`src/rtl/byte_serializer_if.sv`:
```
// rtl/byte_serializer_if.sv - handshake and serial-output bundle for byte_serializer
//
// Signals:
//   din          parallel word from upstream (WIDTH bits)
//   din_valid    din holds a word to transmit
//   din_ready    serializer accepts din on this edge
//   sout         serial data bit
//   sout_valid   sout carries a frame bit this cycle
//   frame_start  first bit of a frame
//   frame_last   final bit (data or parity) of a frame
// Modports: master = upstream / consumer side, slave = serializer side.

interface byte_serializer_if #(
    parameter int WIDTH = 8
);
    logic [WIDTH-1:0] din;
    logic             din_valid;
    logic             din_ready;
    logic             sout;
    logic             sout_valid;
    logic             frame_start;
    logic             frame_last;

    modport master (
        output din,
        output din_valid,
        input  din_ready,
        input  sout,
        input  sout_valid,
        input  frame_start,
        input  frame_last
    );

    modport slave (
        input  din,
        input  din_valid,
        output din_ready,
        output sout,
        output sout_valid,
        output frame_start,
        output frame_last
    );
endinterface

```
`src/rtl/byte_serializer.sv`:
```
// rtl/byte_serializer.sv - parallel-to-serial stage with optional parity bit
//
// Parameters:
//   WIDTH      data word width (>= 2)
//   MSB_FIRST  1 = din[WIDTH-1] sent first, 0 = din[0] sent first
//   PARITY     0 = none, 1 = even parity bit appended, 2 = odd parity bit appended
// Ports:
//   clk    system clock, rising edge
//   rst_n  synchronous active-low reset
//   bus    byte_serializer_if.slave: din/din_valid/din_ready handshake in,
//          sout/sout_valid/frame_start/frame_last serial stream out

module byte_serializer #(
    parameter int WIDTH     = 8,
    parameter int MSB_FIRST = 1,
    parameter int PARITY    = 0
) (
    input  logic               clk,
    input  logic               rst_n,
    byte_serializer_if.slave   bus
);

    localparam int L  = WIDTH + ((PARITY != 0) ? 1 : 0);
    localparam int CW = $clog2(L);
    localparam logic [CW-1:0] LAST = CW'(L - 1);

    typedef enum logic {
        IDLE,
        SHIFT
    } state_t;

    state_t           state;
    state_t           state_nxt;
    logic [CW-1:0]    cnt;
    logic [WIDTH-1:0] sreg;
    logic [WIDTH-1:0] sreg_shifted;
    logic             par;
    logic             par_in;
    logic             at_last;
    logic             ready;
    logic             accept;
    logic             head;
    logic             shifting;

    assign shifting = (state == SHIFT);
    assign at_last  = (cnt == LAST);

    // Ready on the final bit too, so a new word can follow with no idle gap.
    assign ready  = (state == IDLE) || (shifting && at_last);
    assign accept = bus.din_valid && ready;

    assign par_in = (PARITY == 2) ? ~^bus.din : ^bus.din;

    assign head         = (MSB_FIRST != 0) ? sreg[WIDTH-1] : sreg[0];
    assign sreg_shifted = (MSB_FIRST != 0) ? {sreg[WIDTH-2:0], 1'b0}
                                           : {1'b0, sreg[WIDTH-1:1]};

    always_ff @(posedge clk) begin
        if (!rst_n) begin
            state <= IDLE;
        end else begin
            state <= state_nxt;
        end
    end

    always_comb begin
        state_nxt = state;
        if (accept) begin
            state_nxt = SHIFT;
        end else if (shifting && at_last) begin
            state_nxt = IDLE;
        end
    end

    always_ff @(posedge clk) begin
        if (!rst_n) begin
            cnt  <= '0;
            sreg <= '0;
            par  <= 1'b0;
        end else if (accept) begin
            cnt  <= '0;
            sreg <= bus.din;
            par  <= par_in;
        end else if (shifting) begin
            sreg <= sreg_shifted;
            // Wrap to zero when the frame ends without a follow-on word.
            cnt  <= at_last ? '0 : cnt + 1'b1;
        end
    end

    // With parity enabled the last count slot carries the parity bit
    // instead of a data bit.
    assign bus.sout        = shifting ? (((PARITY != 0) && at_last) ? par : head) : 1'b0;
    assign bus.sout_valid  = shifting;
    assign bus.frame_start = shifting && (cnt == '0);
    assign bus.frame_last  = shifting && at_last;
    assign bus.din_ready   = ready;

endmodule

```
`src/flat_wrapper.sv`:
```
// flat-port wrapper written by rule: the top's interface ports become plain ports
module byte_serializer_flat 
#(
    parameter int WIDTH     = 8,
    parameter int MSB_FIRST = 1,
    parameter int PARITY    = 0
)
  (clk, rst_n, bus_din, bus_din_valid, bus_din_ready, bus_sout, bus_sout_valid, bus_frame_start, bus_frame_last);
  byte_serializer_if #(.WIDTH(WIDTH)) bus_i ();
  input  logic clk;
  input  logic rst_n;
  input wire logic [$bits(bus_i.din)-1:0] bus_din;
  input wire logic [$bits(bus_i.din_valid)-1:0] bus_din_valid;
  output wire logic [$bits(bus_i.din_ready)-1:0] bus_din_ready;
  output wire logic [$bits(bus_i.sout)-1:0] bus_sout;
  output wire logic [$bits(bus_i.sout_valid)-1:0] bus_sout_valid;
  output wire logic [$bits(bus_i.frame_start)-1:0] bus_frame_start;
  output wire logic [$bits(bus_i.frame_last)-1:0] bus_frame_last;
  assign bus_i.din = bus_din;
  assign bus_i.din_valid = bus_din_valid;
  assign bus_din_ready = bus_i.din_ready;
  assign bus_sout = bus_i.sout;
  assign bus_sout_valid = bus_i.sout_valid;
  assign bus_frame_start = bus_i.frame_start;
  assign bus_frame_last = bus_i.frame_last;
  byte_serializer #(.WIDTH(WIDTH), .MSB_FIRST(MSB_FIRST), .PARITY(PARITY)) u_core (.clk(clk), .rst_n(rst_n), .bus(bus_i));
endmodule
```
`config.mk`:
```
export PLATFORM = sky130hd
export DESIGN_NAME = byte_serializer_flat
export DESIGN_NICKNAME = d
export VERILOG_FILES = /design/src/rtl/byte_serializer_if.sv /design/src/rtl/byte_serializer.sv /design/src/flat_wrapper.sv
export SDC_FILE = /design/constraint.sdc
export NUM_CORES = 1
export LEC_CHECK = 0
export ABC_AREA = 1
export CAP_MARGIN = 15
export CORE_UTILIZATION = 43
export DETAILED_ROUTE_END_ITERATION = 16
export PLACE_DENSITY = 0.77
export RECOVER_POWER = 25
export SLEW_MARGIN = 30
export SYNTH_ARGS = -nofsm -noshare
export SYNTH_HDL_FRONTEND = slang
export SYNTH_SLANG_ARGS = --single-unit
```
`constraint.sdc`:
```
create_clock -name clk -period 1.4 [get_ports clk]
set_input_delay 0.42 -clock clk [delete_from_list [all_inputs] [get_ports clk]]
set_output_delay 0.42 -clock clk [all_outputs]
set_load 0.02 [all_outputs]
```
### After elaboration in Yosys (flattened, before gate mapping)

Index checks and enable logic that the tools add are counted.
W data, S select, Z words.

| word-level totals | value |
|---|---|
| bits in registers | 12 |
| bits of input ports | 11 |
| output and inout bits | 5 |

| operators by class | value |
|---|---|
| add/subtract/negate cells | 1 |
| eq/ne operators | 1 |
| mux-type cells | 6 |
| bitwise gates (word level) | 2 |
| reductions and logical operators | 8 |

Operator list:

| operator | number |
|---|---|
| $mux W8 | 2 |
| $reduce_bool A2 Y1 | 2 |
| $add A3 B1 Y3 const B | 1 |
| $eq A3 B3 Y1 const B | 1 |
| $logic_and A1 B1 Y1 | 3 |
| $logic_not A3 Y1 | 1 |
| $mux W1 | 3 |
| $mux W3 | 1 |
| $not A1 Y1 | 2 |
| $reduce_or A2 Y1 | 1 |
| $logic_or A1 B1 Y1 | 1 |

### Logic depth before layout (Yosys ltp)

Gate-level depths: netlist (run 1).

| logic depth | value |
|---|---|
| word-level depth | 5 |
| mapped depth | 8 |
| depth with buffers taken out | 8 |

### Worst setup path after synthesis (run 1)

OpenSTA, ideal clock, no wires.

| timing path | value |
|---|---|
| path type | register to output |
| start point | reg u_core.cnt[0] |
| end point | out bus_din_ready |
| arrival time | 0.975 ns |
| data required time | 0.980 ns |
| path slack | 0.005 ns |
| stages on the path, launching flop included | 6 |
| path buffers | 1 |
| cells stage by stage | dfxtp_1 > ha_1 > ha_1 > inv_2 > nand2_8 > buf_8 |

| on the way | value |
|---|---|
| longest elaborated chain between the ends | 3 |

Ends and longest elaborated chain:

| what | RTL line | text |
|---|---|---|
| from (decl) | byte_serializer.sv:34 | `logic [CW-1:0] cnt;` |
| from (signal assigned) | byte_serializer.sv:87 | `cnt <= at_last ? '0 : cnt + 1'b1;` |
| $eq A3 B3 Y1 | byte_serializer.sv:46 | `assign at_last = (cnt == LAST);` |
| $logic_and A1 B1 Y1 | byte_serializer.sv:49 | `assign ready = (state == IDLE) \|\| (shifting && at_last);` |
| $logic_or A1 B1 Y1 | byte_serializer.sv:49 |  |
| to (decl) | flat_wrapper.sv:14 | `output wire logic [$bits(bus_i.din_ready)-1:0] bus_din_ready;` |

No other way between the ends.

### Worst setup path in the final report (run 1)

| timing path | value |
|---|---|
| start point | reg u_core.cnt[1] |
| end point | out bus_din_ready |

The elaborated chain is that of the path after synthesis.

==> results of run 1 <==
flip-flops by register name, summed over array words and instances, names as in the netlist:
signal / count
u_core.cnt: 3
u_core.bus.sout_valid: 1
u_core.sreg: 8
tightest hold or removal path, stage by stage, from the launching register on:
cell     delay, ps
dfxtp_1        320
nand3_1         70
a21oi_1         60
cells in the mapped netlist:
master   instances  area share
inv_1           13       0.068
buf_6            3       0.047
nand2_1         14       0.074
a21oi_1          5       0.035
buf_8            1       0.021
buf_4            1       0.011
o21ai_1          1      0.0070
nand2_8          1       0.028
o21ai_0          7       0.049
inv_2            3       0.016
nand2_4          1       0.016
nor2_1          17       0.089
ha_1             3       0.053
a21oi_2          7       0.086
nand3_1          9       0.063
dfxtp_1         12        0.34
layout make-up:
cell class / count / area share
clock buffers: 3 / 0.0235
repair buffers: 25 / 0.230
inverters: 16 / 0.0654
well taps: 16 / 0.0209
flip-flops and latches: 12 / 0.255
multi-input cells: 65 / 0.405
power breakdown:
group / internal [mW] / switching [mW] / total (mW)
registers: 0.365 / 0.0135 / 0.379
logic: 0.0936 / 0.102 / 0.195
clock network: 0.0998 / 0.121 / 0.220
final timing paths:
path | to | slack, ps
setup / recovery | bus_din_ready | -200
hold / removal | u_core.sreg[0] | 490
setup reg to reg | u_core.cnt[0] | -10
hold reg to reg | u_core.sreg[0] | 490
placed cells by master (no fill, tap or decap):
cell and n:
a21oi_1 5, a21oi_2 7, buf_2 1, buf_4 11, buf_6 2, clkbuf_4 3
clkdlybuf4s15_1 1, clkdlybuf4s50_1 10, dfxtp_1 9, dfxtp_2 3, ha_2 1, ha_4 2
inv_1 12, inv_2 3, inv_4 1, nand2_1 14, nand2_4 1, nand2_8 1
nand3_1 9, nor2_1 17, o21ai_0 7, o21ai_2 1
metal layers:
layer / vias up / track usage
li1: 351 / -
met1: 291 / 0.206
met2: 16 / 0.285
met3: 5 / 0.0255
met4: 0 / 0.150
met5: - / 0
repair_timing:
| item | CTS | global route |
|---|---|---|
| resized for setup | 32 | 2 |
| gates cloned | 0 | 0 |
| endpoints found under the setup margin | 15 | 14 |
cell families (layout without fill, tap and decap cells):
| logic type | count (synthesis) | count (layout) |
|---|---|---|
| AO/OA/AOI/OAI | 20 | 20 |
| AND/OR/NAND/NOR | 42 | 42 |
| flip-flops | 12 | 12 |
| adder cells (fa/ha/maj) | 3 | 3 |
| buffers and inverters | 21 | 44 |
==> run_results.csv, run 1 <==
group,metric,value,unit
worst_setup_path,slowest_stage,"dfxtp_2",
timing,grt_setup_unrepaired,"true",
place,dpl_cell_area,902,sq um
worst_setup_path,cp.depth,5,
run,drv_cap,0,
yosys,synth.ff_latch_count,12,
global_routing,grt_max_degree,18,
timing,setup_violations,6,
power_and_ir_drop,p_leak,0.430,nW
worst_setup_path,crit_chain,"ha_4 > ha_4 > inv_4 > nand2_8 > buf_6",
clocking,clock-root-buffer,"clkbuf_4",
yosys,syn_inst,98,
drt,top_layer,"met4",
drt,wl_met3,55,microns
worst_setup_path,cp-start-kind,"register",
global_routing,first_global_vias,587,
clocking,clk_latency,280,ps
timing,clock.fmax,625,MHz
layout,multi_input_area,388,sq um
yosys,synth.area.mux_share,0,
place,pre_cts_slack,-415,ps
layout,nNetsFinal,137,
die,coreArea,1520,sq um
place,dp_hpwl,1030,microns
place,io_buffer_count,15,
worst_setup_path,crit_family,"flip-flops",
worst_setup_path,arrival,1180,ps
power_and_ir_drop,power_density,830,nW/um^2
yosys,synth_sequential_area_ratio,0.337,
layout,layout-drive-gt1-share,0.306,
yosys,synth_warnings,0,
yosys,synth_fa_ha_area_frac,0.0526,
worst_setup_path,cp_common_cell,"ha_4",
worst_setup_path,rr_worst_depth,8,
drt,post_drt_wl_per_cell,10.4,microns
timing,worst_slack,-199,ps
clocking,path_clk_slew,70,ps
drt,met1_length,625,microns
clocking,cts.htree.levels,1,
timing,hold_violations,0,
worst_hold_path,whs_path_depth,2,
yosys,synth_xor_area_frac,0,
drt,firstDrtPassIters,3,
drt,drc,0,
worst_setup_path,required,980,ps
timing,maxSlewHeadroom,0.865,
drt,vias_per_cell,4.84,
clocking,cts_buffers,3,
drt,vias,663,
drt,ant_nets,0,
timing,fin_crit,1600,ps
worst_setup_path,critical_path.startpoint,"u_core.cnt[1]",
worst_hold_path,hold_class,"reg2reg",
die,die_y,42.7,microns
die,pin_count,16,
timing,finalCritPeriodShare,1.14,
timing,slew_violations,0,
layout,area_growth,34.2,%
yosys,syn_nets,112,
layout,utilization,0.628,
status,violations,"setup timing",
timing,skew,1.94,ps
yosys,synth_compound_area_frac,0.177,
timing,tns,-538,ps
die,rows,14,
layout,regArea,244,sq um
clocking,cts_hold_buf,0,
yosys,avgSynthCellArea,7.28,sq um
clocking,cts.sinks,12,
worst_setup_path,max_stage_delay,350,ps
layout,design_area,957,sq um
timing,worstMarginPinSlew,203,ps
timing,whs,491,ps
global_routing,grt_pass1_wl,2350,microns
clocking,cts_tree,"built",
yosys,synth.distinct_cells,16,
layout,antennaDiodeCount,0,
worst_setup_path,crit_buf_inv,2,
worst_hold_path,hp-start,"u_core.sreg[0]",
power_and_ir_drop,ir_worst_vdd,0.619,mV
worst_setup_path,worst-setup-path-type,"reg2out",
worst_setup_path,r2r_start,"u_core.cnt[0]",
global_routing,overflow,0,
worst_setup_path,end_kind,"primary output",
place,dp_cells,134,
worst_setup_path,cp_max_fo,3,
layout,n_fill_cell,142,
yosys,synth_area,713,sq um
die,die-area,1830,sq um
die,initial_core_util,0.468,
yosys,yosys.area_share.simple,0.270,
clocking,cts_setup_buffers,0,
drt,wl_met2,691,microns
global_routing,grt_usage,0.178,
global_routing,grt_antenna_before_repair,0,
drt,routed_wl,1420,microns
place,globalplace.congestion,0.758,
layout,fin_cells,137,
yosys,synth_top_family_by_area,"simple AND/OR/NAND/NOR gates",
die,die_x,42.7,microns
status,outcome,"finished with violations",
clocking,cts_max_path_buffers,2,
power_and_ir_drop,finalPower,0.794,mW
drt,drt_iter0_markers,8,
No activity file was read; power rests on OpenSTA's default activity.
==> inputs of run 2 (changes only) <==
--- a/config.mk
+++ b/config.mk
@@ -11,7 +11,7 @@
 export DETAILED_ROUTE_END_ITERATION = 16
 export PLACE_DENSITY = 0.77
 export RECOVER_POWER = 25
-export SLEW_MARGIN = 30
+export SLEW_MARGIN = 15
 export SYNTH_ARGS = -nofsm -noshare
 export SYNTH_HDL_FRONTEND = slang
 export SYNTH_SLANG_ARGS = --single-unit
==> results of run 2 <==
Same layout as run 1: the final DEF is identical, and so are final timing and power.
==> inputs of run 3 (changes only) <==
--- a/config.mk
+++ b/config.mk
@@ -6,7 +6,6 @@
 export NUM_CORES = 1
 export LEC_CHECK = 0
 export ABC_AREA = 1
-export CAP_MARGIN = 15
 export CORE_UTILIZATION = 43
 export DETAILED_ROUTE_END_ITERATION = 16
 export PLACE_DENSITY = 0.77
==> results of run 3 <==
Same layout as run 1: the final DEF is identical, and so are final timing and power.
